[config.mk]
export PLATFORM = sky130hd
export DESIGN_NAME = rxtx_fifo_bridge_flat
export DESIGN_NICKNAME = d
export VERILOG_FILES = /design/src/rtl/rxtx_fifo_bridge_if.sv /design/src/rtl/rxtx_fifo_bridge.sv /design/src/flat_wrapper.sv
export SDC_FILE = /design/constraint.sdc
export NUM_CORES = 1
export LEC_CHECK = 0
export ABC_CLOCK_PERIOD_IN_PS = 4700
export CORE_MARGIN = 2
export CORE_UTILIZATION = 64
export DETAILED_ROUTE_END_ITERATION = 16
export GPL_ROUTABILITY_DRIVEN = 0
export PLACE_DENSITY = 0.85
export REMOVE_ABC_BUFFERS = 1
export SYNTH_ARGS = -nofsm -noshare
export SYNTH_HDL_FRONTEND = slang
export SYNTH_SLANG_ARGS = --single-unit
[constraint.sdc]
create_clock -name clk -period 4.7 [get_ports clk]
set_input_delay 0.94 -clock clk [delete_from_list [all_inputs] [get_ports clk]]
set_output_delay 0.94 -clock clk [all_outputs]
set_load 0.02 [all_outputs]
[src/rtl/rxtx_fifo_bridge_if.sv]
// rtl/rxtx_fifo_bridge_if.sv - receive/transmit stream bundle for rxtx_fifo_bridge
interface rxtx_fifo_bridge_if #(
  parameter int DW = 8
);
  logic [DW-1:0] rxd;
  logic          rx_dv;
  logic          tx_rdy;
  logic [DW-1:0] txd;
  logic          tx_en;

  modport master (
    output rxd, rx_dv, tx_rdy,
    input  txd, tx_en
  );

  modport slave (
    input  rxd, rx_dv, tx_rdy,
    output txd, tx_en
  );
endinterface

[src/rtl/rxtx_fifo_bridge.sv]
// rtl/rxtx_fifo_bridge.sv - FIFO bridge with registered output stage and sticky overflow
// Optional statistics counters enabled by RXTX_FIFO_BRIDGE_STATS_EN.
module rxtx_fifo_bridge #(
  parameter int DW    = 8,
  parameter int DEPTH = 16
) (
  input  logic                     clk,
  input  logic                     rst_n,
  rxtx_fifo_bridge_if.slave        bus,
  output logic                     full,
  output logic                     empty,
  output logic [$clog2(DEPTH):0]   level,
  output logic                     ovf,
  input  logic                     ovf_clr
`ifdef RXTX_FIFO_BRIDGE_STATS_EN
  ,
  output logic [31:0]              rx_cnt,
  output logic [31:0]              tx_cnt,
  output logic [15:0]              drop_cnt
`endif
);
  localparam int AW = $clog2(DEPTH);
  localparam logic [AW:0]   LVL_ONE  = (AW+1)'(1);
  localparam logic [AW:0]   LVL_FULL = (AW+1)'(DEPTH);
  localparam logic [AW-1:0] PTR_ONE  = AW'(1);

  logic [DW-1:0] mem [DEPTH];
  logic [AW-1:0] wr_ptr;
  logic [AW-1:0] rd_ptr;
  logic          push;
  logic          drop;
  logic          load;
  logic          xfer;
  logic [AW:0]   level_nxt;

  // Acceptance looks only at the registered full flag, so a same-cycle pop never frees room.
  always_comb begin
    push      = bus.rx_dv && !full;
    drop      = bus.rx_dv && full;
    load      = !empty && (!bus.tx_en || bus.tx_rdy);
    xfer      = bus.tx_en && bus.tx_rdy;
    level_nxt = level;
    if (push && !load)
      level_nxt = level + LVL_ONE;
    else if (!push && load)
      level_nxt = level - LVL_ONE;
  end

  always_ff @(posedge clk) begin
    if (push)
      mem[wr_ptr] <= bus.rxd;
  end

  always_ff @(posedge clk or negedge rst_n) begin
    if (!rst_n) begin
      wr_ptr     <= '0;
      rd_ptr     <= '0;
      level      <= '0;
      full       <= 1'b0;
      empty      <= 1'b1;
      bus.txd    <= '0;
      bus.tx_en  <= 1'b0;
      ovf        <= 1'b0;
    end else begin
      if (push)
        wr_ptr <= wr_ptr + PTR_ONE;
      if (load) begin
        rd_ptr    <= rd_ptr + PTR_ONE;
        bus.txd   <= mem[rd_ptr];
        bus.tx_en <= 1'b1;
      end else if (xfer) begin
        bus.tx_en <= 1'b0;
      end
      level <= level_nxt;
      full  <= (level_nxt == LVL_FULL);
      empty <= (level_nxt == '0);
      if (drop)
        ovf <= 1'b1;
      else if (ovf_clr)
        ovf <= 1'b0;
    end
  end

`ifdef RXTX_FIFO_BRIDGE_STATS_EN
  always_ff @(posedge clk or negedge rst_n) begin
    if (!rst_n) begin
      rx_cnt   <= '0;
      tx_cnt   <= '0;
      drop_cnt <= '0;
    end else begin
      if (push)
        rx_cnt <= rx_cnt + 32'd1;
      if (xfer)
        tx_cnt <= tx_cnt + 32'd1;
      if (drop && drop_cnt != 16'hFFFF)
        drop_cnt <= drop_cnt + 16'd1;
    end
  end
`endif
endmodule

[src/flat_wrapper.sv]
// flat-port wrapper written by rule: the top's interface ports become plain ports
module rxtx_fifo_bridge_flat 
#(
  parameter int DW    = 8,
  parameter int DEPTH = 16
)
  (clk, rst_n, full, empty, level, ovf, ovf_clr, bus_rxd, bus_rx_dv, bus_tx_rdy, bus_txd, bus_tx_en);
  rxtx_fifo_bridge_if #(.DW(DW)) bus_i ();
  input  logic clk;
  input  logic rst_n;
  output logic full;
  output logic empty;
  output logic [$clog2(DEPTH):0] level;
  output logic ovf;
  input  logic ovf_clr;
  input wire logic [$bits(bus_i.rxd)-1:0] bus_rxd;
  input wire logic [$bits(bus_i.rx_dv)-1:0] bus_rx_dv;
  input wire logic [$bits(bus_i.tx_rdy)-1:0] bus_tx_rdy;
  output wire logic [$bits(bus_i.txd)-1:0] bus_txd;
  output wire logic [$bits(bus_i.tx_en)-1:0] bus_tx_en;
  assign bus_i.rxd = bus_rxd;
  assign bus_i.rx_dv = bus_rx_dv;
  assign bus_i.tx_rdy = bus_tx_rdy;
  assign bus_txd = bus_i.txd;
  assign bus_tx_en = bus_i.tx_en;
  rxtx_fifo_bridge #(.DW(DW), .DEPTH(DEPTH)) u_core (.clk(clk), .rst_n(rst_n), .bus(bus_i), .full(full), .empty(empty), .level(level), .ovf(ovf), .ovf_clr(ovf_clr));
endmodule
==> results of run 1 <==
==> registers in the layout, summed over array words and instances, names as in the netlist <==
signal	count
u_core.mem	128
u_core.bus.txd	8
u_core.level	5
u_core.rd_ptr	4
u_core.wr_ptr	4
u_core.bus.tx_en	1
u_core.empty	1
u_core.full	1
u_core.ovf	1
==> metal layers <==
layer  GRT usage  vias up  routed length, µm
met5           0        -                  0
li1            -     1372                  -
met3      0.0650       19                727
met1       0.347     1659               4910
met2       0.386      137               5930
met4      0.0841        0                236
==> power breakdown <==
part           internal [mW]  switching (mW)  total [mW]
clock                  0.749           0.514        1.26
sequential              1.69           0.249        1.94
combinational          0.635           0.633        1.27
total                   3.07            1.40        4.47
==> synthesized netlist by cell type, types with 2 or more instances <==
library cell,instances,area share
sky130_fd_sc_hd__xor2_1,2,0.0029
sky130_fd_sc_hd__inv_1,6,0.0037
sky130_fd_sc_hd__nand3_1,2,0.0016
sky130_fd_sc_hd__clkbuf_1,2,0.0012
sky130_fd_sc_hd__dfrtp_1,24,0.098
sky130_fd_sc_hd__nand3b_1,2,0.0024
sky130_fd_sc_hd__o21ai_0,7,0.0057
sky130_fd_sc_hd__and2_1,16,0.016
sky130_fd_sc_hd__a21o_1,8,0.0098
sky130_fd_sc_hd__nor2_1,4,0.0024
sky130_fd_sc_hd__o22ai_1,8,0.0081
sky130_fd_sc_hd__mux2_2,3,0.0055
sky130_fd_sc_hd__nor2b_1,2,0.0020
sky130_fd_sc_hd__buf_2,10,0.0081
sky130_fd_sc_hd__edfxtp_1,128,0.63
sky130_fd_sc_hd__mux2i_1,17,0.028
sky130_fd_sc_hd__nor3_1,4,0.0033
sky130_fd_sc_hd__xnor2_1,7,0.010
sky130_fd_sc_hd__ha_1,7,0.014
sky130_fd_sc_hd__nand2_1,14,0.0085
sky130_fd_sc_hd__nand2b_1,3,0.0031
sky130_fd_sc_hd__mux4_2,29,0.11
==> logic make-up after synthesis <==
family,Yosys count,share of synthesized area
flip-flops,153,0.727
adder cells (fa/ha/maj),7,0.0142
AND/OR/NAND/NOR,57,0.0535
buffers and inverters,19,0.0149
XOR/XNOR,10,0.0155
multiplexers,49,0.139
AO/OA/AOI/OAI,31,0.0352
==> stage by stage <==
stage	instances	utilization	total power, mW
floorplan	313	-	2.73
global route	507	0.766	4.64
detailed placement	475	0.707	3.20
CTS	507	0.766	4.48
finish	507	0.766	4.47
global placement	475	0.707	3.16
==> area by class of cell <==
type                       instances  area [µm²]
sequential                       153        4470
clock inverter                    13         130
fill                             532        2170
multi-input combinational        154        1590
clock buffer                      19         422
tap                              129         161
timing repair buffer              33         320
inverter                           6        22.5
==> final timing paths <==
kind | from | to | cells after the start
setup / recovery | u_core.empty$_DFF_PN1_ | empty | 1
hold / removal | u_core.bus.txd[3]$_DFFE_PN0P_ | u_core.bus.txd[3]$_DFFE_PN0P_ | 1
setup reg to reg | u_core.rd_ptr[2]$_DFFE_PN0P_ | u_core.bus.txd[6]$_DFFE_PN0P_ | 4
hold reg to reg | u_core.bus.txd[3]$_DFFE_PN0P_ | u_core.bus.txd[3]$_DFFE_PN0P_ | 1
max in group asynchronous | rst_n | u_core.empty$_DFF_PN1_ | 2
min in group asynchronous | rst_n | u_core.level[3]$_DFF_PN0_ | 2
==> summary.md, run 1 <==
| Metric | Value |
|---|---|
| Total wire length after detailed routing | 11.8 mm |
| Final hold viol count | 0 |
| Classification of the worst setup path | reg -> out |
| Clock slew at reported path FFs | about 0.06 ns |
| Average wire per cell in the routed design | 23.3 µm |
| Maximum fanout along the worst path | 9 |
| Number of violations of the max-capacitance limit | 0 |
| Worst path cell trace | clkdlybuf4s50_1 |
| Sequential fraction of the synthesis area | 0.727 |
| HPWL reported at the end of detailed placement | 7.42 mm |
| Slew Limit Fails | 0 |
| Power density over cell area | 628 mW/mm² |
| Later-pin clock latency in the skew report | 0.52 ns |
| Vias per cell | roughly 6.3 |
| Data arrival time of the critical path | 1.76 ns |
| Worst hold-check path type | reg -> reg |
| Primary flip-flop cell chosen by synthesis mapping | sky130_fd_sc_hd__edfxtp_1 |
| Number of levels in the clock H-tree | 4 |
| Unique cell type count in the Yosys netlist | 43 |
| Die W | 102 µm |
| RSZ-0062 raised after global routing | false |
| Number of global-route vias before repair | about 3,100 |
| Number of DRC violations after detailed routing | 0 |
| Register-to-register setup slack | 2.06 ns |
| Count of cells resized by post-cts repair | 0 |
| Maximum clock skew at final layout | about 0.0076 ns |
| Residual overflow from global routing | 0 |
| IO buf count | 29 |
| Fmax achieved | 370 MHz |
| Total routing resource utilization after global routing | 0.247 |
| Final setup violation count | 0 |
| Clock root buffer master | sky130_fd_sc_hd__clkbuf_8 |
| Number of clock buffers inserted by TritonCTS | 17 |
| Cell row count | 35 |
| Final critical delay including setup and external delays | 2.70 ns |
| Setup TNS | 0 ns |
| Final net count | 385 |
| Startpoint Class | flop |
| Fraction of layout cells with a size suffix above 1 | 0.190 |
| Die H | 102 µm |
| Warnings from Yosys | 0 |
| Worst-margin pin slew | about 1.3 ns |
| Number of detailed-routing iterations run before antenna repair | 5 |
| Syn Area/Cell | approximately 19 µm² |
| Antenna violations before repair | 0 |
| Wire length of the first global-routing pass | approximately 18 mm |
| Commonest cells after routing, fill and taps aside | sky130_fd_sc_hd__edfxtp_1, sky130_fd_sc_hd__mux4_2, sky130_fd_sc_hd__clkdlybuf4s50_1, sky130_fd_sc_hd__dfrtp_1, sky130_fd_sc_hd__mux2i_1 |
| Io pins | 30 |
| Maximum clock path buffer count | 2 |
| Post-synthesis sequential element count | 153 |
| Starting density of the core | 0.662 |
| Antenna fix cells | 0 |
| Slowest cell delay on critical path | 0.62 ns |
| Worst setup margin | 2.00 ns |
| Kind of capture point of the worst setup path | primary output |
| Required time of the critical path | 3.76 ns |
| Via count of the routed design | 3,187 |
| Post-CTS setup buffer count | 0 |
| Final-layout worst hold slack | 0.477 ns |
| Post-synthesis instance area | 0.00615 mm² |
| Slowest library cell on the worst path | sky130_fd_sc_hd__clkdlybuf4s50_1 |
| Async SR Flop Fraction | 0.163 |
| Largest net degree at the start of global routing | 27 |
| Pre-CTS WS | 1.56 ns |
| Maximum vdd ir drop | 0.297 mV |
| Cell family with most CP delay | buffers and inverters |
| Clock tree from TritonCTS | built |
| Area growth from synthesis to final layout | 15.7% |
| Die outline area | 0.0104 mm² |
| Worst Path Buf+Inv | 1 |
| Static leakage | around 2.5 nW |
| Post-route fraction of the period consumed by the critical path | 0.574 |
| Iteration-0 DRC Markers | 215 |
| CTS hold repair buffers | 0 |
| Number of nets still failing antenna checks after routing | 0 |
| Run status | completed |
| Post-synthesis instance total | 326 |
| Post-placement cell area | 0.00656 mm² |
| Most common library cell in the layout ignoring fill and taps | sky130_fd_sc_hd__edfxtp_1 |
| Max transition margin | 0.144 |
| Summed area of non-filler cells in the final layout | just over 0.007 mm² |
| Core ar. | 0.00928 mm² |
| Number of synthesized flops with an enable pin | 128 |
| Total number of clock tree sinks | 153 |
Note: power is estimated with default switching activity, not from simulation.
==> inputs of run 2 (changes only) <==
--- a/config.mk
+++ b/config.mk
@@ -5,12 +5,12 @@
 export SDC_FILE = /design/constraint.sdc
 export NUM_CORES = 1
 export LEC_CHECK = 0
-export ABC_CLOCK_PERIOD_IN_PS = 4700
+export ABC_CLOCK_PERIOD_IN_PS = 2550
 export CORE_MARGIN = 2
-export CORE_UTILIZATION = 64
+export CORE_UTILIZATION = 59
 export DETAILED_ROUTE_END_ITERATION = 16
 export GPL_ROUTABILITY_DRIVEN = 0
-export PLACE_DENSITY = 0.85
+export PLACE_DENSITY = 0.79
 export REMOVE_ABC_BUFFERS = 1
 export SYNTH_ARGS = -nofsm -noshare
 export SYNTH_HDL_FRONTEND = slang
==> constraint.sdc (replaced) <==
create_clock -name clk -period 2.55 [get_ports clk]
set_input_delay 0.51 -clock clk [delete_from_list [all_inputs] [get_ports clk]]
set_output_delay 0.51 -clock clk [all_outputs]
set_load 0.02 [all_outputs]
==> run 2 against run 1 <==
  * First-iteration DRC count rose by 6.5%
  * Clock-buffer cell count fell by 2
  * Core utilization fell by 6.2 points
  * Total power rose by 88%
  * Largest cell class unchanged
  * Die area rose by 8.1%
  * Clock power rose by 97%
  * Largest power group unchanged
  * Critical endpoint unchanged
  * Highest routed layer unchanged
  * Sequential cell count did not move
  * Critical path type unchanged
==> summary.md, run 2 (same netlist as run 1, synthesis figures left out) <==
| Metric | Value |
|---|---|
| Total number of clock tree sinks | 153 (unchanged) |
| Clock root buffer master | sky130_fd_sc_hd__clkbuf_8 |
| Number of clock buffers inserted by TritonCTS | 17 (unchanged) |
| Fraction of power spent switching nets | 0.313 (+0.000533) |
| Maximum clock path buffer count | 2 (unchanged) |
| Power density over cell area | 1160 mW/mm² (+85%) |
| Total wire length after detailed routing | 11.9 mm (+0.95%) |
| Classification of the worst setup path | reg -> out |
| Post-route fraction of the period consumed by the critical path | 0.891 |
| Max transition margin | 0.601 (+0.457) |
| R2R cell count | 7 (+3) |
| Number of global-route vias before repair | 3,196 (+2.1%) |
| HPWL reported at the end of detailed placement | 7.22 mm (-2.7%) |
| Residual overflow from global routing | 0 (unchanged) |
| Run status | completed |
| Switching power total | 2.62 mW (+88%) |
| Antenna fix cells | 0 (unchanged) |
| RSZ-0062 raised after global routing | false |
| Startpoint Class | flop |
| Final setup violation count | 0 (unchanged) |
| Share of power burned in the clock network | 0.295 (+0.012) |
| Worst hold-check path type | in -> async |
| Worst Path Buf+Inv | 1 (unchanged) |
| Via count of the routed design | 3,079 (-3.4%) |
| Cell count along the critical path | 1 (unchanged) |
| Fraction of layout cells with a size suffix above 1 | 0.207 (+0.0169) |
| Clock slew at reported path FFs | 0.07 ns (about the same) |
| Final-layout worst hold slack | 0.351 ns (-0.126 ns) |
| Number of DRC violations after detailed routing | 0 (unchanged) |
| Largest register by flop count | u_core.mem |
| Largest registers ranked by flip-flop count | u_core.mem (128), u_core.bus.txd (8), u_core.level (5) |
| Maximum clock skew at final layout | 0.0162 ns (+0.00852 ns) |
| Fmax achieved | 440 MHz |
| Setup TNS | 0 ns (unchanged) |
| Multi-input gate area in the final layout | 0.00159 mm² (unchanged) |
| Total routing resource utilization after global routing | 0.238 (-0.00903) |
| Data arrival time of the critical path | 1.76 ns (about the same) |
| CTS hold repair buffers | 0 (unchanged) |
| Worst path cell trace | clkdlybuf4s50_1 |
| Core ar. | 0.0102 mm² (+10%) |
| Most common library cell in the layout ignoring fill and taps | sky130_fd_sc_hd__edfxtp_1 |
| Number of nets still failing antenna checks after routing | 0 (unchanged) |
| Die W | 106 µm (+4.0%) |
| Seq. cell area | 0.00447 mm² (unchanged) |
| Number of levels in the clock H-tree | 4 (unchanged) |
| Io pins | 30 (unchanged) |
| Largest net degree at the start of global routing | 38 (+41%) |
| Maximum vdd ir drop | 0.840 mV (+180%) |
| Starting density of the core | 0.601 (-0.0613) |
| Fillers | 638 (+20%) |
| Slowest cell delay on critical path | 0.63 ns (about the same) |
| Final critical delay including setup and external delays | between 2 and 2.5 ns |
| Area growth from synthesis to final layout | 17.2% |
| Vias per cell | 5.96 (-5.3%) |
| Slew Limit Fails | 0 (unchanged) |
| Largest register FFs | 128 (unchanged) |
| Clock tree from TritonCTS | built |
| Antenna violations before repair | 0 (unchanged) |
| Die outline area | 0.0113 mm² (+8.1%) |
| Layout Utilization | 0.704 (-0.0616) |
| Number of detailed-routing iterations run before antenna repair | 4 (-1) |
| Later-pin clock latency in the skew report | 0.52 ns (about the same) |
| Share of total power in sequential cells | 0.401 (-0.033) |
| Number of violations of the max-capacitance limit | 0 (unchanged) |
| Kind of capture point of the worst setup path | primary output |
| Cell row count | 37 (+5.7%) |
| Count of cells resized by post-cts repair | 0 (unchanged) |
| Static leakage | 2.52 nW (+2.0%) |
| IO buf count | 29 (unchanged) |
| Iteration-0 DRC Markers | 229 (+6.5%) |
| Cell family with most CP delay | buffers and inverters |
| Required time of the critical path | 2.04 ns (-1.72 ns) |
| Final net count | 388 (+0.78%) |
| Maximum fanout along the worst path | 9 (unchanged) |
| Wire length of the first global-routing pass | 18.8 mm (+5.1%) |
| Total internal power | 5.77 mW (+88%) |
| Final hold viol count | 0 (unchanged) |
| Die H | 106 µm (+4.0%) |
| Commonest cells after routing, fill and taps aside | sky130_fd_sc_hd__edfxtp_1, sky130_fd_sc_hd__mux4_2, sky130_fd_sc_hd__clkdlybuf4s50_1, sky130_fd_sc_hd__dfrtp_1, sky130_fd_sc_hd__mux2i_1 |
| Slowest library cell on the worst path | sky130_fd_sc_hd__clkdlybuf4s50_1 |
| Average wire per cell in the routed design | 23.0 µm (-1.0%) |
| Post-CTS setup buffer count | 0 (unchanged) |
| Power share of the combinational group | 0.304 (+0.020) |
| Worst-margin pin slew | 0.597 ns (-0.687 ns) |
run 2: cell count changes in the layout (fill, tap and decap cells not counted):
cell / previous run / this run
sky130_fd_sc_hd__buf_12: 0 / 2
sky130_fd_sc_hd__buf_4: 4 / 5
sky130_fd_sc_hd__clkbuf_1: 2 / 0
sky130_fd_sc_hd__clkinv_1: 2 / 0
sky130_fd_sc_hd__clkinv_2: 3 / 0
sky130_fd_sc_hd__clkinvlp_4: 4 / 2
sky130_fd_sc_hd__inv_6: 0 / 7
sky130_fd_sc_hd__inv_8: 0 / 2
run 2: metrics by stage:
step                cells  cell area (µm²)  worst slack (ns)  power (mW)
finish                517             7210             0.277        8.39
global route          517             7210             0.215        8.77
CTS                   517             7210             0.271        8.44
detailed placement    485             6620             0.149        5.91
global placement      485             6620             0.203        5.84
floorplan             313             6080             0.307        5.04
run 2: per-layer routing:
layer | track usage | up-vias | share of wire
met5 | 0 | - | 0
met4 | 0.0733 | 0 | 0.010
met3 | 0.0736 | 10 | 0.058
met2 | 0.378 | 108 | 0.53
met1 | 0.321 | 1576 | 0.40
li1 | - | 1385 | -
run 2: final timing paths:
check,startpoint,end,slack (ns)
worst max-delay path,u_core.empty$_DFF_PN1_,empty,0.28
worst min-delay path,rst_n,u_core.level[4]$_DFF_PN0_,0.35
worst max register to register,u_core.level[0]$_DFF_PN0_,u_core.full$_DFF_PN0_,0.51
worst min register to register,u_core.bus.txd[7]$_DFFE_PN0P_,u_core.bus.txd[7]$_DFFE_PN0P_,0.49
max in group asynchronous,rst_n,u_core.empty$_DFF_PN1_,1.90
min in group clk,u_core.bus.txd[7]$_DFFE_PN0P_,u_core.bus.txd[7]$_DFFE_PN0P_,0.49
run 2: final cells by class:
class / instances / area share
clock buffer: 17 / 0.0575
clock inverter: 15 / 0.0245
inverter: 6 / 0.00313
multi-input combinational: 154 / 0.220
sequential: 153 / 0.620
tap: 136 / 0.0236
timing repair buffer: 36 / 0.0510
run 2: power by group through the flow:
stage / clock, mW / sequential (mW) / combinational [mW]
after floorplan: 0 / 3.71 / 1.33
after global placement: 0 / 3.38 / 2.46
after detailed placement: 0 / 3.40 / 2.51
after CTS: 2.51 / 3.36 / 2.57
after global routing: 2.64 / 3.40 / 2.74
final: 2.48 / 3.37 / 2.55
==> inputs of run 3 (changes only) <==
--- a/config.mk
+++ b/config.mk
@@ -12,6 +12,7 @@
 export GPL_ROUTABILITY_DRIVEN = 0
 export PLACE_DENSITY = 0.79
 export REMOVE_ABC_BUFFERS = 1
+export SETUP_SLACK_MARGIN = 0.05
 export SYNTH_ARGS = -nofsm -noshare
 export SYNTH_HDL_FRONTEND = slang
 export SYNTH_SLANG_ARGS = --single-unit
==> results of run 3 <==
Same layout as run 2: the final DEF is identical, and so are final timing and power.
